--- config.mk ---
export PLATFORM = sky130hd
export DESIGN_NAME = mem_access_unit_flat
export DESIGN_NICKNAME = d
export VERILOG_FILES = /design/src/rtl/mem_pkg.sv /design/src/rtl/mem_access_unit_if.sv /design/src/rtl/mem_access_unit_load_extend.sv /design/src/rtl/mem_access_unit.sv /design/src/flat_wrapper.sv
export SDC_FILE = /design/constraint.sdc
export NUM_CORES = 1
export LEC_CHECK = 0
export ABC_AREA = 0
export BUFFER_PORTS_ARGS = -buffer_cell sky130_fd_sc_hd__buf_2
export CORE_MARGIN = 1.5
export CORE_UTILIZATION = 35
export CTS_CLUSTER_SIZE = 14
export DETAILED_ROUTE_END_ITERATION = 7
export GPL_TIMING_DRIVEN = 0
export PLACE_DENSITY = 0.68
export SKIP_LAST_GASP = 1
export SLEW_MARGIN = 20
export SYNTH_ARGS = -nofsm -noshare
export SYNTH_HDL_FRONTEND = slang
export SYNTH_SLANG_ARGS = --single-unit
--- constraint.sdc ---
create_clock -name CLK -period 5.36 [get_ports CLK]
set_input_delay 0.804 -clock CLK [delete_from_list [all_inputs] [get_ports CLK]]
set_output_delay 0.804 -clock CLK [all_outputs]
set_load 0.02 [all_outputs]
--- src/rtl/mem_pkg.sv ---
// Shared definitions for the MEM-stage load/store path: FSM states, fault codes,
// RV32 load/store funct3 values and the request fault classifier.
package mem_pkg;

  typedef enum logic [1:0] {
    ST_IDLE   = 2'd0,
    ST_ACCESS = 2'd1,
    ST_WAIT   = 2'd2,
    ST_DONE   = 2'd3
  } mem_state_t;

  localparam logic [1:0] FAULT_NONE     = 2'b00;
  localparam logic [1:0] FAULT_MISALIGN = 2'b01;
  localparam logic [1:0] FAULT_ILLEGAL  = 2'b10;
  localparam logic [1:0] FAULT_TIMEOUT  = 2'b11;

  localparam logic [2:0] F3_B  = 3'b000;
  localparam logic [2:0] F3_H  = 3'b001;
  localparam logic [2:0] F3_W  = 3'b010;
  localparam logic [2:0] F3_BU = 3'b100;
  localparam logic [2:0] F3_HU = 3'b101;

  // Illegal funct3 outranks misalignment; a write request is classified with
  // the store rules even when a load is requested in the same cycle.
  function automatic logic [1:0] classify_fault(input logic       is_write,
                                                input logic [2:0] f3,
                                                input logic [1:0] addr_lo);
    logic legal;
    logic misaligned;
    if (is_write) legal = f3 inside {F3_B, F3_H, F3_W};
    else          legal = f3 inside {F3_B, F3_H, F3_W, F3_BU, F3_HU};
    misaligned = ((f3 == F3_H || f3 == F3_HU) && addr_lo[0]) ||
                 ((f3 == F3_W) && (addr_lo != 2'b00));
    if (!legal)         return FAULT_ILLEGAL;
    else if (misaligned) return FAULT_MISALIGN;
    else                return FAULT_NONE;
  endfunction

endpackage

--- src/rtl/mem_access_unit_if.sv ---
// Data-memory request bus between the load/store unit (master) and the data
// memory (slave).
interface mem_access_unit_if;
  // Handshake: the master holds MEM_READ or MEM_WRITE together with FUNCT3,
  // ADDRESS and WRITEDATA stable until it samples MEM_BUSYWAIT low on a rising
  // edge after the request cycle; that edge completes the access and
  // MEM_READDATA is taken on the same edge for reads.
  logic        MEM_READ;
  logic        MEM_WRITE;
  logic [2:0]  MEM_FUNCT3;
  logic [31:0] MEM_ADDRESS;
  logic [31:0] MEM_WRITEDATA;
  logic [31:0] MEM_READDATA;
  logic        MEM_BUSYWAIT;

  modport master (
    output MEM_READ, MEM_WRITE, MEM_FUNCT3, MEM_ADDRESS, MEM_WRITEDATA,
    input  MEM_READDATA, MEM_BUSYWAIT
  );

  modport slave (
    input  MEM_READ, MEM_WRITE, MEM_FUNCT3, MEM_ADDRESS, MEM_WRITEDATA,
    output MEM_READDATA, MEM_BUSYWAIT
  );
endinterface

--- src/rtl/mem_access_unit_load_extend.sv ---
// Sign/zero extension of a little-endian memory word according to the load
// funct3; shared with the cache-fill path.
module load_extend
  import mem_pkg::*;
(
  input  logic [2:0]  funct3,
  input  logic [31:0] word,
  output logic [31:0] result
);

  always_comb begin
    result = 32'd0;
    case (funct3)
      F3_B:    result = {{24{word[7]}}, word[7:0]};
      F3_H:    result = {{16{word[15]}}, word[15:0]};
      F3_W:    result = word;
      F3_BU:   result = {24'd0, word[7:0]};
      F3_HU:   result = {16'd0, word[15:0]};
      default: result = 32'd0;
    endcase
  end

endmodule

--- src/rtl/mem_access_unit.sv ---
// MEM-stage load/store initiator: stalls the pipeline across each data-memory
// access, extends load data and reports misaligned/illegal/timeout faults.
module mem_access_unit
  import mem_pkg::*;
#(
  parameter int unsigned TIMEOUT_CYCLES = 255
) (
  input  logic              CLK,
  input  logic              RESET,
  input  logic              mem_read_i,
  input  logic              mem_write_i,
  input  logic [2:0]        funct3_i,
  input  logic [31:0]       addr_i,
  input  logic [31:0]       store_data_i,
  output logic              stall_o,
  output logic [31:0]       load_data_o,
  output logic              load_valid_o,
  output logic [1:0]        fault_o,
  output mem_state_t        state_o,
  mem_access_unit_if.master mem
);

  localparam logic [7:0] TIMEOUT_LIM = 8'(TIMEOUT_CYCLES);

  mem_state_t  state;
  logic [7:0]  cnt;
  logic [7:0]  cnt_inc;
  logic [2:0]  req_f3;
  logic [31:0] req_addr;
  logic [31:0] req_wdata;
  logic        req_write;
  logic [31:0] rdata_q;
  logic        mem_read_q;
  logic        mem_write_q;
  logic        load_valid_q;
  logic        timeout_q;

  logic        req_seen;
  logic [1:0]  comb_fault;
  logic        accept;
  logic [31:0] ext_word;

  assign req_seen   = mem_read_i | mem_write_i;
  assign comb_fault = classify_fault(mem_write_i, funct3_i, addr_i[1:0]);
  assign accept     = (state == ST_IDLE) && req_seen && (comb_fault == FAULT_NONE);
  assign cnt_inc    = (cnt == 8'hFF) ? cnt : cnt + 8'd1;

  always_ff @(posedge CLK or posedge RESET) begin
    if (RESET) begin
      state        <= ST_IDLE;
      cnt          <= 8'd0;
      req_f3       <= 3'd0;
      req_addr     <= 32'd0;
      req_wdata    <= 32'd0;
      req_write    <= 1'b0;
      rdata_q      <= 32'd0;
      mem_read_q   <= 1'b0;
      mem_write_q  <= 1'b0;
      load_valid_q <= 1'b0;
      timeout_q    <= 1'b0;
    end else begin
      case (state)
        ST_IDLE: begin
          if (accept) begin
            req_f3      <= funct3_i;
            req_addr    <= addr_i;
            req_wdata   <= store_data_i;
            // A simultaneous read and write request performs only the write.
            req_write   <= mem_write_i;
            mem_read_q  <= ~mem_write_i;
            mem_write_q <= mem_write_i;
            state       <= ST_ACCESS;
          end
        end
        ST_ACCESS: begin
          cnt   <= 8'd0;
          state <= ST_WAIT;
        end
        ST_WAIT: begin
          if (!mem.MEM_BUSYWAIT) begin
            if (!req_write) rdata_q <= mem.MEM_READDATA;
            load_valid_q <= ~req_write;
            mem_read_q   <= 1'b0;
            mem_write_q  <= 1'b0;
            state        <= ST_DONE;
          end else begin
            cnt <= cnt_inc;
            // cnt_inc is the number of busy WAIT edges seen including this one.
            if (cnt_inc >= TIMEOUT_LIM) begin
              timeout_q   <= 1'b1;
              mem_read_q  <= 1'b0;
              mem_write_q <= 1'b0;
              state       <= ST_DONE;
            end
          end
        end
        ST_DONE: begin
          load_valid_q <= 1'b0;
          timeout_q    <= 1'b0;
          state        <= ST_IDLE;
        end
        default: state <= ST_IDLE;
      endcase
    end
  end

  load_extend u_load_extend (
    .funct3 (req_f3),
    .word   (rdata_q),
    .result (ext_word)
  );

  // RESET gates the combinational outputs so an asynchronous reset clears
  // them even while the pipeline is still presenting a request.
  assign stall_o = ~RESET & (accept || state == ST_ACCESS || state == ST_WAIT);

  always_comb begin
    fault_o = FAULT_NONE;
    if (!RESET) begin
      if (state == ST_IDLE && req_seen)       fault_o = comb_fault;
      else if (state == ST_DONE && timeout_q) fault_o = FAULT_TIMEOUT;
    end
  end

  assign load_valid_o      = load_valid_q;
  assign load_data_o       = load_valid_q ? ext_word : 32'd0;
  assign state_o           = state;

  assign mem.MEM_READ      = mem_read_q;
  assign mem.MEM_WRITE     = mem_write_q;
  assign mem.MEM_FUNCT3    = req_f3;
  assign mem.MEM_ADDRESS   = req_addr;
  assign mem.MEM_WRITEDATA = req_wdata;

endmodule

--- src/flat_wrapper.sv ---
// flat-port wrapper written by rule: the top's interface ports become plain ports
module mem_access_unit_flat import mem_pkg::*;
#(
  parameter int unsigned TIMEOUT_CYCLES = 255
)
  (CLK, RESET, mem_read_i, mem_write_i, funct3_i, addr_i, store_data_i, stall_o, load_data_o, load_valid_o, fault_o, state_o, mem_MEM_READ, mem_MEM_WRITE, mem_MEM_FUNCT3, mem_MEM_ADDRESS, mem_MEM_WRITEDATA, mem_MEM_READDATA, mem_MEM_BUSYWAIT);
  mem_access_unit_if mem_i ();
  input  logic CLK;
  input  logic RESET;
  input  logic mem_read_i;
  input  logic mem_write_i;
  input  logic [2:0] funct3_i;
  input  logic [31:0] addr_i;
  input  logic [31:0] store_data_i;
  output logic stall_o;
  output logic [31:0] load_data_o;
  output logic load_valid_o;
  output logic [1:0] fault_o;
  output mem_state_t state_o;
  output wire logic [$bits(mem_i.MEM_READ)-1:0] mem_MEM_READ;
  output wire logic [$bits(mem_i.MEM_WRITE)-1:0] mem_MEM_WRITE;
  output wire logic [$bits(mem_i.MEM_FUNCT3)-1:0] mem_MEM_FUNCT3;
  output wire logic [$bits(mem_i.MEM_ADDRESS)-1:0] mem_MEM_ADDRESS;
  output wire logic [$bits(mem_i.MEM_WRITEDATA)-1:0] mem_MEM_WRITEDATA;
  input wire logic [$bits(mem_i.MEM_READDATA)-1:0] mem_MEM_READDATA;
  input wire logic [$bits(mem_i.MEM_BUSYWAIT)-1:0] mem_MEM_BUSYWAIT;
  assign mem_MEM_READ = mem_i.MEM_READ;
  assign mem_MEM_WRITE = mem_i.MEM_WRITE;
  assign mem_MEM_FUNCT3 = mem_i.MEM_FUNCT3;
  assign mem_MEM_ADDRESS = mem_i.MEM_ADDRESS;
  assign mem_MEM_WRITEDATA = mem_i.MEM_WRITEDATA;
  assign mem_i.MEM_READDATA = mem_MEM_READDATA;
  assign mem_i.MEM_BUSYWAIT = mem_MEM_BUSYWAIT;
  mem_access_unit #(.TIMEOUT_CYCLES(TIMEOUT_CYCLES)) u_core (.CLK(CLK), .RESET(RESET), .mem_read_i(mem_read_i), .mem_write_i(mem_write_i), .funct3_i(funct3_i), .addr_i(addr_i), .store_data_i(store_data_i), .stall_o(stall_o), .load_data_o(load_data_o), .load_valid_o(load_valid_o), .fault_o(fault_o), .state_o(state_o), .mem(mem_i));
endmodule
==> results.toml <==
[setup_path]
critPathMostFrequentCell = "sky130_fd_sc_hd__buf_2"
cp.arrival_ns = 2.56
rr_startpoint = "u_core.state_o[0]"
path_cells = "inv_1 -> ha_1 -> o21ai_1 -> a211oi_2 -> nand2_1 -> buf_2 -> buf_2 -> a21oi_1 -> buf_2"
critical_setup_path_kind = "reg -> out"
worstSetupEndpointType = "primary output"
rrSetupSlack_ns = 3.17
critPathMaxStageDelay_ns = 0.42
r2r_cells = 6
worstSetupStartpointType = "flop"
worst_path_max_delay_cell = "sky130_fd_sc_hd__dfrtp_1"
worst_r2r_endpoint = "u_core.rdata_q[2]"
path_max_fanout = 10
critPathRequiredTime_ns = 4.56

[clock_tree]
clk_root_buffer_cell = "sky130_fd_sc_hd__clkbuf_16"
clock_sink_count = 114
h-tree-depth = 4
worst_setup_hold_path_clk_slew_ns = 0.05
tritoncts = "built"
clock_path_buffers = 2
post_cts.resized_instances = 0
cts_buffers = 17
cts_setup_buffers = 0
clock_insertion_delay_worst_skew_ns = 0.41
post_cts_hold_buffer_count = 0

[die]
starting_utilization_of_the_core_area = 0.358
boundaryPins = 211
design.die.area_um2 = 15600
core_region_area_um2 = 14500
dieWidth_um = 125
die_height_um = 125
rows = 44

[global_route]
number_of_global_route_vias_before_repair = 4593
grt_usage = 0.178
global_route_wire_length_before_repair_um = 22100
grt-ovfl-total = 0
grt_antenna_before_repair = 0
grt_start_max_net_pins = 66

[power_and_ir_drop]
finalPower_mw = 4.30
power.density_nw_per_um2 = 603
worst_ir_drop_vdd_uv = 324
leakage_nw = 3.86

[yosys]
ys_seq_elements = 114
synth_area_leaders = "sky130_fd_sc_hd__dfrtp_1, sky130_fd_sc_hd__nand2_1, sky130_fd_sc_hd__mux2_2"
postSynthAreaPerCell_um2 = 9.20
synth_edf_count = 0
yosys.area.top_type = "sky130_fd_sc_hd__dfrtp_1"
synth_top_cell_area_share = 0.549
synth.lib_cells_used.distinct = 44
sequential_fraction_of_the_synthesis_area = 0.549
synth_fp_nets = 675
synth_commonest_cells = "sky130_fd_sc_hd__nand2_1, sky130_fd_sc_hd__dfrtp_1, sky130_fd_sc_hd__mux2_2, sky130_fd_sc_hd__a21oi_1, sky130_fd_sc_hd__buf_2"
syn_area_um2 = 5200
synthFlopType = "sky130_fd_sc_hd__dfrtp_1"
post-synth-top-count-cell = "sky130_fd_sc_hd__nand2_1"
yosys_warnings = 0
ys_async_sr_fraction = 1.00
syn_inst = 565

[timing]
max_clock_freq_ghz = 0.298
tightestPinTransition_ns = 0.538
final_hold_viol_count = 0
relSlewSlack = 0.642
layout_setup_ws_ns = 2.00
grt_setup_unrepaired = "false"
report.final.setup_viol = 0
share_of_the_clock_period_used_by_the_worst_path_after_layout = 0.627
fin_setup_tns_ns = 0
finalCriticalPeriod_ns = 3.36
finalClockSkew_ns = 0.00805
timing_max_transition_violations_final = 0

[place]
preCtsSetupSlack_ns = 2.23
gp_congestion = 0.797
place.detailed.hpwl_um = 9960
io_buffers = 210

[drt]
drt_first_pass_iters = 4
routed_wl_um = 13400
vias = 4650
detail-route-antenna-nets = 0
drc = 0
drt_iter0_markers = 221
drt-vias-per-instance = 4.69
routed_wirelength_normalized_by_instance_count_um = 13.5

[final_layout]
layout-drive-gt1-share = 0.375
antenna-diode-count = 0
fillers = 1405
final_net_count = 905
area_growth_pct = 37.1

[job]
max_cap_violations = 0

[hold_path]
hold_class = "in -> async"

[status]
status = "finished, final reports clean"
cells in the final DEF, fill, tap and decap left out, types with 2 or more instances in the layout:
cell and instances:
sky130_fd_sc_hd__a211oi_1 3, sky130_fd_sc_hd__a21boi_0 5, sky130_fd_sc_hd__a21oi_1 26, sky130_fd_sc_hd__and2_1 7, sky130_fd_sc_hd__and3_1 14, sky130_fd_sc_hd__and4_1 3
sky130_fd_sc_hd__buf_2 230, sky130_fd_sc_hd__buf_6 2, sky130_fd_sc_hd__bufinv_16 3, sky130_fd_sc_hd__clkbuf_1 8, sky130_fd_sc_hd__clkbuf_16 17, sky130_fd_sc_hd__clkbuf_8 4
sky130_fd_sc_hd__clkinv_2 5, sky130_fd_sc_hd__clkinvlp_4 2, sky130_fd_sc_hd__dfrtp_1 114, sky130_fd_sc_hd__ha_1 6, sky130_fd_sc_hd__inv_1 8, sky130_fd_sc_hd__mux2_2 32
sky130_fd_sc_hd__mux2i_1 4, sky130_fd_sc_hd__nand2_1 244, sky130_fd_sc_hd__nand3_1 8, sky130_fd_sc_hd__nand4_1 2, sky130_fd_sc_hd__nor2_1 6, sky130_fd_sc_hd__nor2b_1 5
sky130_fd_sc_hd__nor3_1 5, sky130_fd_sc_hd__o211ai_1 3, sky130_fd_sc_hd__o21ai_0 12, sky130_fd_sc_hd__o22ai_1 4, sky130_fd_sc_hd__or2_1 3, sky130_fd_sc_hd__or3_1 2
cells by family after synthesis:
group                      synth area share
AOI/OAI and AO/OA                    0.0758
adders and majority gates            0.0144
buffers and inverters                0.0373
DFF                                   0.549
muxes                                0.0770
and+or+nand+nor                       0.247
worst max-delay path, delay by kind of cell, from the launching register on:
| family | cells | cell delay [ns] |
|---|---|---|
| buffers and inverters | 4 | 0.76 |
| AO/OA/AOI/OAI | 3 | 0.54 |
| flip-flops | 1 | 0.42 |
| adder cells (fa/ha/maj) | 1 | 0.32 |
| AND/OR/NAND/NOR | 1 | 0.13 |
flip-flops by register name, indices dropped and copies added, names as in the netlist:
register                  flops
u_core.load_valid_o           1
u_core.mem.MEM_WRITE          1
u_core.mem.MEM_FUNCT3         3
u_core.timeout_q              1
u_core.mem.MEM_WRITEDATA     32
u_core.mem.MEM_ADDRESS       32
u_core.rdata_q               32
u_core.mem.MEM_READ           1
u_core.state_o                2
u_core.cnt                    8
u_core.req_write              1
power by group:
part / total, mW / leakage (nW) / switching [mW] / internal (mW)
logic: 1.68 / 2.14 / 1.06 / 0.624
registers: 1.47 / 1.42 / 0.217 / 1.25
clock network: 1.15 / 0.302 / 0.375 / 0.775
stage by stage:
step | utilization | cell area [um2] | hold WS [ns] | cells
global route | 0.490 | 7130 | 0.466 | 992
finish | 0.490 | 7130 | 0.450 | 992
floorplan | - | 5200 | 0.467 | 565
CTS | 0.490 | 7130 | 0.453 | 992
global placement | 0.446 | 6480 | 0.453 | 959
detailed placement | 0.448 | 6510 | 0.457 | 960
how the worst max path moves through the flow:
stage,from,endpoint,depth (start not counted)
final,u_core.state_o[0],stall_o,9
after global routing,u_core.state_o[1],stall_o,9
after CTS,u_core.state_o[1],stall_o,9
after detailed placement,mem_write_i,stall_o,8
after global placement,RESET,u_core.mem.MEM_ADDRESS[11],2
after floorplan,RESET,u_core.cnt[0],1
layer usage:
metal,global-route usage,up-vias,wire (um)
li1,-,2315,-
met1,0.221,2148,5990
met2,0.294,173,6390
met3,0.0567,14,869
met4,0.0575,0,167
met5,0,-,0
final cells by class:
cell class | count | area [um2] | area share
well taps | 184 | 230 | 0.0323
inverters | 9 | 38.8 | 0.00544
clock buffers | 22 | 484 | 0.0680
clock inverters | 10 | 130 | 0.0183
repair buffers | 211 | 1080 | 0.151
plain buffers | 31 | 160 | 0.0225
multi-input cells | 411 | 2150 | 0.302
flip-flops and latches | 114 | 2850 | 0.400
(Power assumes the default switching activity.)
